[src/rtl/addsub_pkg.sv]
// Shared definitions for the add/sub operand sequencer.
//   - seq_state_t        : sequencer FSM states
//   - DEF_WIDTH          : default operand/sum width
//   - DEF_SETTLE_CYCLES  : default adder settle time in clock periods
//   - signed_limit()     : signed max/min pattern used when saturating
package addsub_pkg;

    typedef enum logic [1:0] {
        ST_IDLE   = 2'd0,
        ST_SETTLE = 2'd1,
        ST_HOLD   = 2'd2
    } seq_state_t;

    localparam int DEF_WIDTH         = 8;
    localparam int DEF_SETTLE_CYCLES = 3;
    localparam int SAT_MAX_W         = 64;

    // Signed maximum (neg = 0) or signed minimum (neg = 1) for a given width,
    // returned zero-extended; callers size-cast to their own width.
    function automatic logic [SAT_MAX_W-1:0] signed_limit(input int width, input logic neg);
        logic [SAT_MAX_W-1:0] r;
        r = '0;
        for (int i = 0; i < SAT_MAX_W; i++) begin
            if (i == width - 1) begin
                r[i] = neg;
            end else if (i < width - 1) begin
                r[i] = ~neg;
            end
        end
        return r;
    endfunction

endpackage

[src/rtl/addsub_op_sequencer_if.sv]
// Operand and result streams of the add/sub sequencer.
//   in_valid/in_ready, in_a, in_b, in_cin, in_sel : operand stream
//   out_valid/out_ready, out_sum, out_cout, out_ovf : result stream
// master: producer of operands / consumer of results.
// slave : the sequencer.
interface addsub_op_sequencer_if #(
    parameter int WIDTH = 8
) ();
    logic             in_valid;
    logic             in_ready;
    logic [WIDTH-1:0] in_a;
    logic [WIDTH-1:0] in_b;
    logic             in_cin;
    logic             in_sel;

    logic             out_valid;
    logic             out_ready;
    logic [WIDTH-1:0] out_sum;
    logic             out_cout;
    logic             out_ovf;

    modport master (
        output in_valid, in_a, in_b, in_cin, in_sel, out_ready,
        input  in_ready, out_valid, out_sum, out_cout, out_ovf
    );

    modport slave (
        input  in_valid, in_a, in_b, in_cin, in_sel, out_ready,
        output in_ready, out_valid, out_sum, out_cout, out_ovf
    );
endinterface

[src/rtl/addsub_op_sequencer.sv]
// Clocked front-end for a combinational add/sub adder.
// Accepts one operand set, drives it to the adder from registers, waits
// SETTLE_CYCLES clock periods, then captures sum/carry/overflow and offers
// them on the result stream until taken.
//
// Ports:
//   clk, rst            : clock, asynchronous active-high reset
//   bus (slave)         : operand stream in, result stream out
//   add_a/add_b/add_cin/add_sel : registered adder inputs
//   add_sum/add_cout/add_ovf    : adder outputs
//   busy                : high in SETTLE or HOLD
//
// Build option ADDSUB_SEQ_SAT_EN: on overflow the captured sum is clamped
// to the signed max/min chosen by the sign of add_a.
//
// state  | meaning
// IDLE   | in_ready high, waiting for an operand set
// SETTLE | adder inputs held, counter running down
// HOLD   | result captured, out_valid high until out_ready
module addsub_op_sequencer
    import addsub_pkg::*;
#(
    parameter int WIDTH         = DEF_WIDTH,
    parameter int SETTLE_CYCLES = DEF_SETTLE_CYCLES
) (
    input  logic                 clk,
    input  logic                 rst,
    addsub_op_sequencer_if.slave bus,
    output logic [WIDTH-1:0]     add_a,
    output logic [WIDTH-1:0]     add_b,
    output logic                 add_cin,
    output logic                 add_sel,
    input  logic [WIDTH-1:0]     add_sum,
    input  logic                 add_cout,
    input  logic                 add_ovf,
    output logic                 busy
);
    localparam int CNT_W = $clog2(SETTLE_CYCLES + 1);

    seq_state_t       state;
    seq_state_t       state_nxt;
    logic [CNT_W-1:0] cnt;

    logic             load_en;
    logic             cap_en;
    logic             rel_en;
    logic [WIDTH-1:0] cap_sum;

    always_ff @(posedge clk or posedge rst) begin
        if (rst) begin
            state <= ST_IDLE;
        end else begin
            state <= state_nxt;
        end
    end

    always_comb begin
        state_nxt = state;
        case (state)
            ST_IDLE:   if (bus.in_valid)            state_nxt = ST_SETTLE;
            ST_SETTLE: if (cnt == CNT_W'(1))        state_nxt = ST_HOLD;
            ST_HOLD:   if (bus.out_ready)           state_nxt = ST_IDLE;
            default:                                state_nxt = ST_IDLE;
        endcase
    end

    always_comb begin
        bus.in_ready = (state == ST_IDLE) && !rst;
        busy         = (state == ST_SETTLE) || (state == ST_HOLD);
        load_en      = (state == ST_IDLE) && bus.in_valid;
        cap_en       = (state == ST_SETTLE) && (cnt == CNT_W'(1));
        rel_en       = (state == ST_HOLD) && bus.out_ready;
    end

`ifdef ADDSUB_SEQ_SAT_EN
    always_comb begin
        cap_sum = add_sum;
        if (add_ovf) begin
            cap_sum = WIDTH'(signed_limit(WIDTH, add_a[WIDTH-1]));
        end
    end
`else
    assign cap_sum = add_sum;
`endif

    // Counter reaches 0 only on the capture edge and is reloaded on accept,
    // so the decrement guard never fires in practice but keeps it from wrapping.
    always_ff @(posedge clk or posedge rst) begin
        if (rst) begin
            cnt <= '0;
        end else if (load_en) begin
            cnt <= CNT_W'(SETTLE_CYCLES);
        end else if (state == ST_SETTLE && cnt != '0) begin
            cnt <= cnt - CNT_W'(1);
        end
    end

    always_ff @(posedge clk or posedge rst) begin
        if (rst) begin
            add_a   <= '0;
            add_b   <= '0;
            add_cin <= 1'b0;
            add_sel <= 1'b0;
        end else if (load_en) begin
            add_a   <= bus.in_a;
            add_b   <= bus.in_b;
            add_cin <= bus.in_cin;
            add_sel <= bus.in_sel;
        end
    end

    always_ff @(posedge clk or posedge rst) begin
        if (rst) begin
            bus.out_valid <= 1'b0;
            bus.out_sum   <= '0;
            bus.out_cout  <= 1'b0;
            bus.out_ovf   <= 1'b0;
        end else if (cap_en) begin
            bus.out_valid <= 1'b1;
            bus.out_sum   <= cap_sum;
            bus.out_cout  <= add_cout;
            bus.out_ovf   <= add_ovf;
        end else if (rel_en) begin
            bus.out_valid <= 1'b0;
        end
    end
endmodule

[src/flat_wrapper.sv]
// flat-port wrapper written by rule: the top's interface ports become plain ports
module addsub_op_sequencer_flat import addsub_pkg::*;
#(
    parameter int WIDTH         = DEF_WIDTH,
    parameter int SETTLE_CYCLES = DEF_SETTLE_CYCLES
)
  (clk, rst, add_a, add_b, add_cin, add_sel, add_sum, add_cout, add_ovf, busy, bus_in_valid, bus_in_a, bus_in_b, bus_in_cin, bus_in_sel, bus_out_ready, bus_in_ready, bus_out_valid, bus_out_sum, bus_out_cout, bus_out_ovf);
  addsub_op_sequencer_if #(.WIDTH(WIDTH)) bus_i ();
  input  logic clk;
  input  logic rst;
  output logic [WIDTH-1:0] add_a;
  output logic [WIDTH-1:0] add_b;
  output logic add_cin;
  output logic add_sel;
  input  logic [WIDTH-1:0] add_sum;
  input  logic add_cout;
  input  logic add_ovf;
  output logic busy;
  input wire logic [$bits(bus_i.in_valid)-1:0] bus_in_valid;
  input wire logic [$bits(bus_i.in_a)-1:0] bus_in_a;
  input wire logic [$bits(bus_i.in_b)-1:0] bus_in_b;
  input wire logic [$bits(bus_i.in_cin)-1:0] bus_in_cin;
  input wire logic [$bits(bus_i.in_sel)-1:0] bus_in_sel;
  input wire logic [$bits(bus_i.out_ready)-1:0] bus_out_ready;
  output wire logic [$bits(bus_i.in_ready)-1:0] bus_in_ready;
  output wire logic [$bits(bus_i.out_valid)-1:0] bus_out_valid;
  output wire logic [$bits(bus_i.out_sum)-1:0] bus_out_sum;
  output wire logic [$bits(bus_i.out_cout)-1:0] bus_out_cout;
  output wire logic [$bits(bus_i.out_ovf)-1:0] bus_out_ovf;
  assign bus_i.in_valid = bus_in_valid;
  assign bus_i.in_a = bus_in_a;
  assign bus_i.in_b = bus_in_b;
  assign bus_i.in_cin = bus_in_cin;
  assign bus_i.in_sel = bus_in_sel;
  assign bus_i.out_ready = bus_out_ready;
  assign bus_in_ready = bus_i.in_ready;
  assign bus_out_valid = bus_i.out_valid;
  assign bus_out_sum = bus_i.out_sum;
  assign bus_out_cout = bus_i.out_cout;
  assign bus_out_ovf = bus_i.out_ovf;
  addsub_op_sequencer #(.WIDTH(WIDTH), .SETTLE_CYCLES(SETTLE_CYCLES)) u_core (.clk(clk), .rst(rst), .bus(bus_i), .add_a(add_a), .add_b(add_b), .add_cin(add_cin), .add_sel(add_sel), .add_sum(add_sum), .add_cout(add_cout), .add_ovf(add_ovf), .busy(busy));
endmodule
[config.mk]
export PLATFORM = sky130hd
export DESIGN_NAME = addsub_op_sequencer_flat
export DESIGN_NICKNAME = d
export VERILOG_FILES = /design/src/rtl/addsub_pkg.sv /design/src/rtl/addsub_op_sequencer_if.sv /design/src/rtl/addsub_op_sequencer.sv /design/src/flat_wrapper.sv
export SDC_FILE = /design/constraint.sdc
export NUM_CORES = 1
export LEC_CHECK = 0
export ABC_AREA = 0
export CORE_MARGIN = 2
export CORE_UTILIZATION = 40
export DETAILED_ROUTE_END_ITERATION = 10
export PLACE_DENSITY_LB_ADDON = 0.2
export SLEW_MARGIN = 10
export SYNTH_ARGS = -nofsm -noshare
export SYNTH_HDL_FRONTEND = slang
export SYNTH_SLANG_ARGS = --single-unit
[constraint.sdc]
create_clock -name clk -period 1.7 [get_ports clk]
set_input_delay 0.425 -clock clk [delete_from_list [all_inputs] [get_ports clk]]
set_output_delay 0.425 -clock clk [all_outputs]
set_load 0.005 [all_outputs]
======== Word level (Yosys, flattened, before mapping) ========
Cells that the tools add are included.
cells by class
  $lt $le $gt $ge ......................... 0
  $add $sub $neg .......................... 1
  mux-type cells .......................... 8
  bitwise logic cells ..................... 0
  div/mod/pow operators ................... 0
  reduce and logical (&&, ||, !) cells .... 12
  shift-type cells ........................ 0
  eq/ne operators ......................... 6
  multipliers ............................. 0
operators with widths
  kind                                                  count
  two-way mux 2 bit                                     5
  inequality test 2 bit (second input constant)         3
  one-hot mux 2 bit (3 select lines)                    1
  nonzero test 2 bit                                    3
  logical AND 1 bit                                     5
  equality test 2 x 1 -> 1 bit (second input constant)  2
  AND reduction 3 bit                                   1
  equality test 2 bit (second input constant)           1
  zero test 2 bit                                       1
  two-way mux 1 bit                                     2
  subtractor 2 x 1 -> 2 bit (second input constant)     1
  zero test 1 bit                                       1
  logical OR 1 bit                                      1
word-level totals
  memories ................................ 0
  output and inout port bits .............. 31
  register bits after elaboration ......... 33
  logic and storage cells ................. 37
  memory bits (writable) .................. 0
  memory bits (read-only) ................. 0
  bits in latches ......................... 0

======== Depth between registers and ports, before layout ========
  depth in word-level cells ............... 4
  mapped depth ............................ 5
  mapped depth without buffers ............ 5

======== Worst setup path after synthesis ========
Ideal clock, no wire load.
  kind .................................... flip-flop to flip-flop
  start point ............................. register u_core.state[0]
  end point ............................... register u_core.state[0]
  slack ................................... 0.173 ns
  required time ........................... 1.575 ns
  clock period less this slack ............ 1.527 ns
  arrival time ............................ 1.402 ns
  stages on the path, launching flop included .. 5
  buffers on the path ..................... 0
  path through ............................ dfrtp_1 inv_1 ha_1 a222oi_1 mux2_2
between the ends
  word-level cells in the longest chain between the ends .. 3
ends and longest elaborated chain
  item                                                  line                       source
  start: declaration                                    addsub_op_sequencer.sv:40  seq_state_t state;
  start signal: assignment                              addsub_op_sequencer.sv:53  state <= state_nxt;
  equality test 2 x 1 -> 1 bit (tied with other cells)  addsub_op_sequencer.sv:59  case (state)
  inequality test 2 bit (no line)                       -
  AND reduction 3 bit (no line)                         -
Parallel ways exist; a longest one is shown, timed or not.
A chain may end at the register's enable or synchronous reset.

======== Worst setup path in the final report ========
  start point ............................. register u_core.state[1]
  end point ............................... output port busy
between the ends
  word-level cells in the longest chain between the ends .. 2
ends and longest elaborated chain
  item                                                                        line                       source
  equality test 2 x 1 -> 1 bit / equality test 2 bit (equally long branches)  addsub_op_sequencer.sv:69  busy = (state == ST_SETTLE) || (state == ST_HOLD);
  logical OR 1 bit (*)                                                        addsub_op_sequencer.sv:69
  end: declaration                                                            flat_wrapper.sv:18         output logic busy;
Every way passes the cells marked *; elsewhere a longest branch is shown, timed or not.

==> reports/qor.txt <==
Status: completed
Slowest cell on crit path: dfrtp_1
H-Tree Depth: 2
EDFF count, synth: 0
Row count: 21
Share of cells above drive strength 1: 0.310
Worst-Margin Slew: 0.402 ns
Netlist cell types: 11
Fin Hold WS: 0.445 ns
# diodes: 0
Post-synthesis compound-gate area fraction: 0.0129
Tot GR Track Use: 0.164
Syn_nets: 132
CTS tree: built
Endpoints failing setup: 0
Seq/Total Area, Yosys: 0.607
Synth top area share: 0.607
DR vias/cell: 4.65
Dpl hpwl: 2.07 mm
Yosys reg bits: 33
Mux contribution to synthesized area: 0.248
Worst EP required: 1.27 ns
Peak Freq: 0.608 GHz
Crit Path Class: register to output pin
Post-synth top cells: dfrtp_1 (33), mux2_2 (30), inv_1 (8)
Synth Instances: 93
Total Wirelength: 2.81 mm
Critical Path Fanout Max: 2
Post-Syn Area per Cell: 14.6 um^2
Post-layout worst setup margin: 0.0546 ns
CP max stage delay: 0.38 ns
R2r setup slk: 0.08 ns
Commonest register cell after synthesis: dfrtp_1
Final nets: 206
IO Port Bufs: 62
Seq. cell area: 826 um^2
Post-Syn Area: 0.00136 mm^2
Power density cells: 1720 mW/mm^2
Max-Cap Viols: 0
Vias in the first global route: 1101
Dpl ws: -0.196 ns
Crit share post-route: 0.968
Fin util: 0.669
Final min period: 1.65 ns
Starting density of the core: 0.411
GRT overflow: 0
Simple-Gate Fraction of Synth Area: 0.0285
Via count: 995
Pleak: 0.971 nW
Die height: 62.3 um
Xor-xnor portion of the synthesized cell area: 0.00643
Clk buf depth: 2
Root buffer cell: clkbuf_4
# DRC: 0
Dpl cells: 204
Antenna viol nets, final: 0
RD Place Congestion: 0.639
Peak supply drop: 0.924 mV
Critical path capture point type: output pin
Final Hold Viols: 0
Layout fillers: 275
Clock transition at path regs: 0.11 ns
Critical-path cell list: inv_2 -> ha_4 -> clkdlybuf4s15_1
PnR Total Power: 3.80 mW
First-pass GRT wire length: 4.86 mm
Clock skew: 0.0173 ns
Hold buffers post-CTS: 0
Adder-Cell Fraction of Synth Area: 0.0643
Antenna violations before repair: 0
Initial DRC count: 18
Setup crit end: busy
Clock tree sinks: 33
Synth area leader: dfrtp_1
Min-Delay Path Class: input pin to asynchronous set/reset pin
Core ar.: 0.00331 mm^2
Synth area leaders: dfrtp_1 (61%), mux2_2 (25%), ha_1 (6.4%)
TritonRoute pass-1 iters: 4
Crit path launch type: register
Drt wl/cell: 13.1 um
RSZ-0062 raised after global routing: true
Die area: 0.00389 mm^2
Worst skew pair latency: 0.34 ns
FF-to-FF path depth: 5
Rel. slew slack: 0.732
WP data arrival: 1.22 ns
Fin cells: 214
Multi-input gate area: 518 um^2
Die W: 62.3 um
Final Max Tran Viols: 0
Total CTS buffers: 5
Post-synth ARST share: 1.00
Top Ports: 63
Yosys warning total: 0
Crit Reg-Reg Startpoint: u_core.state[1]
RR Endpoint: u_core.state[0]
Most frequent cell after synthesis: dfrtp_1
Syn-to-layout area delta: 62.7%
Largest family of logic cells by synthesized area: multiplexers
Total negative setup slack: 0 ns
Critical Path Source: u_core.state[1]
Placed cell area: 0.00211 mm^2
Largest net degree at the start of global routing: 34
Design Area, Final: 0.00221 mm^2
flip-flops by register name (all words and copies together), names as in the netlist:
signal and flops:
u_core.bus.out_valid 1, u_core.add_cin 1, u_core.cnt 2, u_core.bus.out_sum 8, u_core.state 2, u_core.add_a 8, u_core.add_sel 1, u_core.bus.out_ovf 1
u_core.bus.out_cout 1, u_core.add_b 8
cell usage in the layout (no fill, tap or decap):
cell and instances:
a222oi_1 1, buf_12 3, buf_2 1, buf_4 5, clkbuf_4 5, clkbuf_8 2, clkdlybuf4s15_1 1, clkdlybuf4s50_1 60
clkinv_2 1, dfrtp_1 33, ha_1 4, ha_2 1, ha_4 2, inv_1 6, inv_2 2, mux2_2 30
nand2_1 7, nand2b_1 1, nor2b_1 1, o211ai_1 1, xnor2_1 1
worst min path at each step:
stage                                 to  slack, ns
floorplan           u_core.bus.out_valid       0.47
global placement    u_core.bus.out_valid       0.46
detailed placement  u_core.bus.out_valid       0.47
CTS                 u_core.bus.out_valid       0.45
global route        u_core.bus.out_valid       0.47
finish              u_core.bus.out_valid       0.45
cell families (layout without fill, tap and decap cells):
| group | after synthesis | after routing |
|---|---|---|
| flops | 33 | 33 |
| buf+inv | 11 | 86 |
| simple gates | 9 | 9 |
| xor+xnor | 1 | 1 |
| fa+ha+maj | 7 | 7 |
| mux | 30 | 30 |
| compound gates | 2 | 2 |
area by class of cell:
cell class | count | share of cell area
Clock buffer | 7 | 0.0294
Clock inverter | 1 | 0.00226
Inverter | 8 | 0.0136
Timing Repair Buffer | 70 | 0.322
Tap cell | 46 | 0.0260
Sequential cell | 33 | 0.373
Multi-Input combinational cell | 49 | 0.234
metal layers:
layer / up-vias / wire (um) / track usage / share of wire
met1: 483 / 1110 / 0.175 / 0.40
met4: 0 / 58 / 0.0917 / 0.021
met3: 7 / 215 / 0.0507 / 0.076
li1: 459 / - / - / -
met2: 46 / 1430 / 0.287 / 0.51
met5: - / 0 / 0 / 0
repair_timing:
item / CTS / global route
gates cloned: 0 / 0
resized for setup: 12 / 1
endpoints found under the setup margin: 3 / 2
pin swaps: 1 / 1
buffers inserted: 3 / 0
worst max-delay path: cells and delay by family (launching register included):
family,cells,cell delay (ns)
DFF,1,0.38
adders and majority gates,1,0.25
buffers and inverters,2,0.25
power breakdown:
part	leakage [nW]	switching [mW]	total, mW	internal [mW]
Clock	0.0413	0.264	0.504	0.240
Combinational	0.544	0.604	1.91	1.30
Sequential	0.386	0.199	1.39	1.19
No activity file was read; power rests on OpenSTA's default activity.
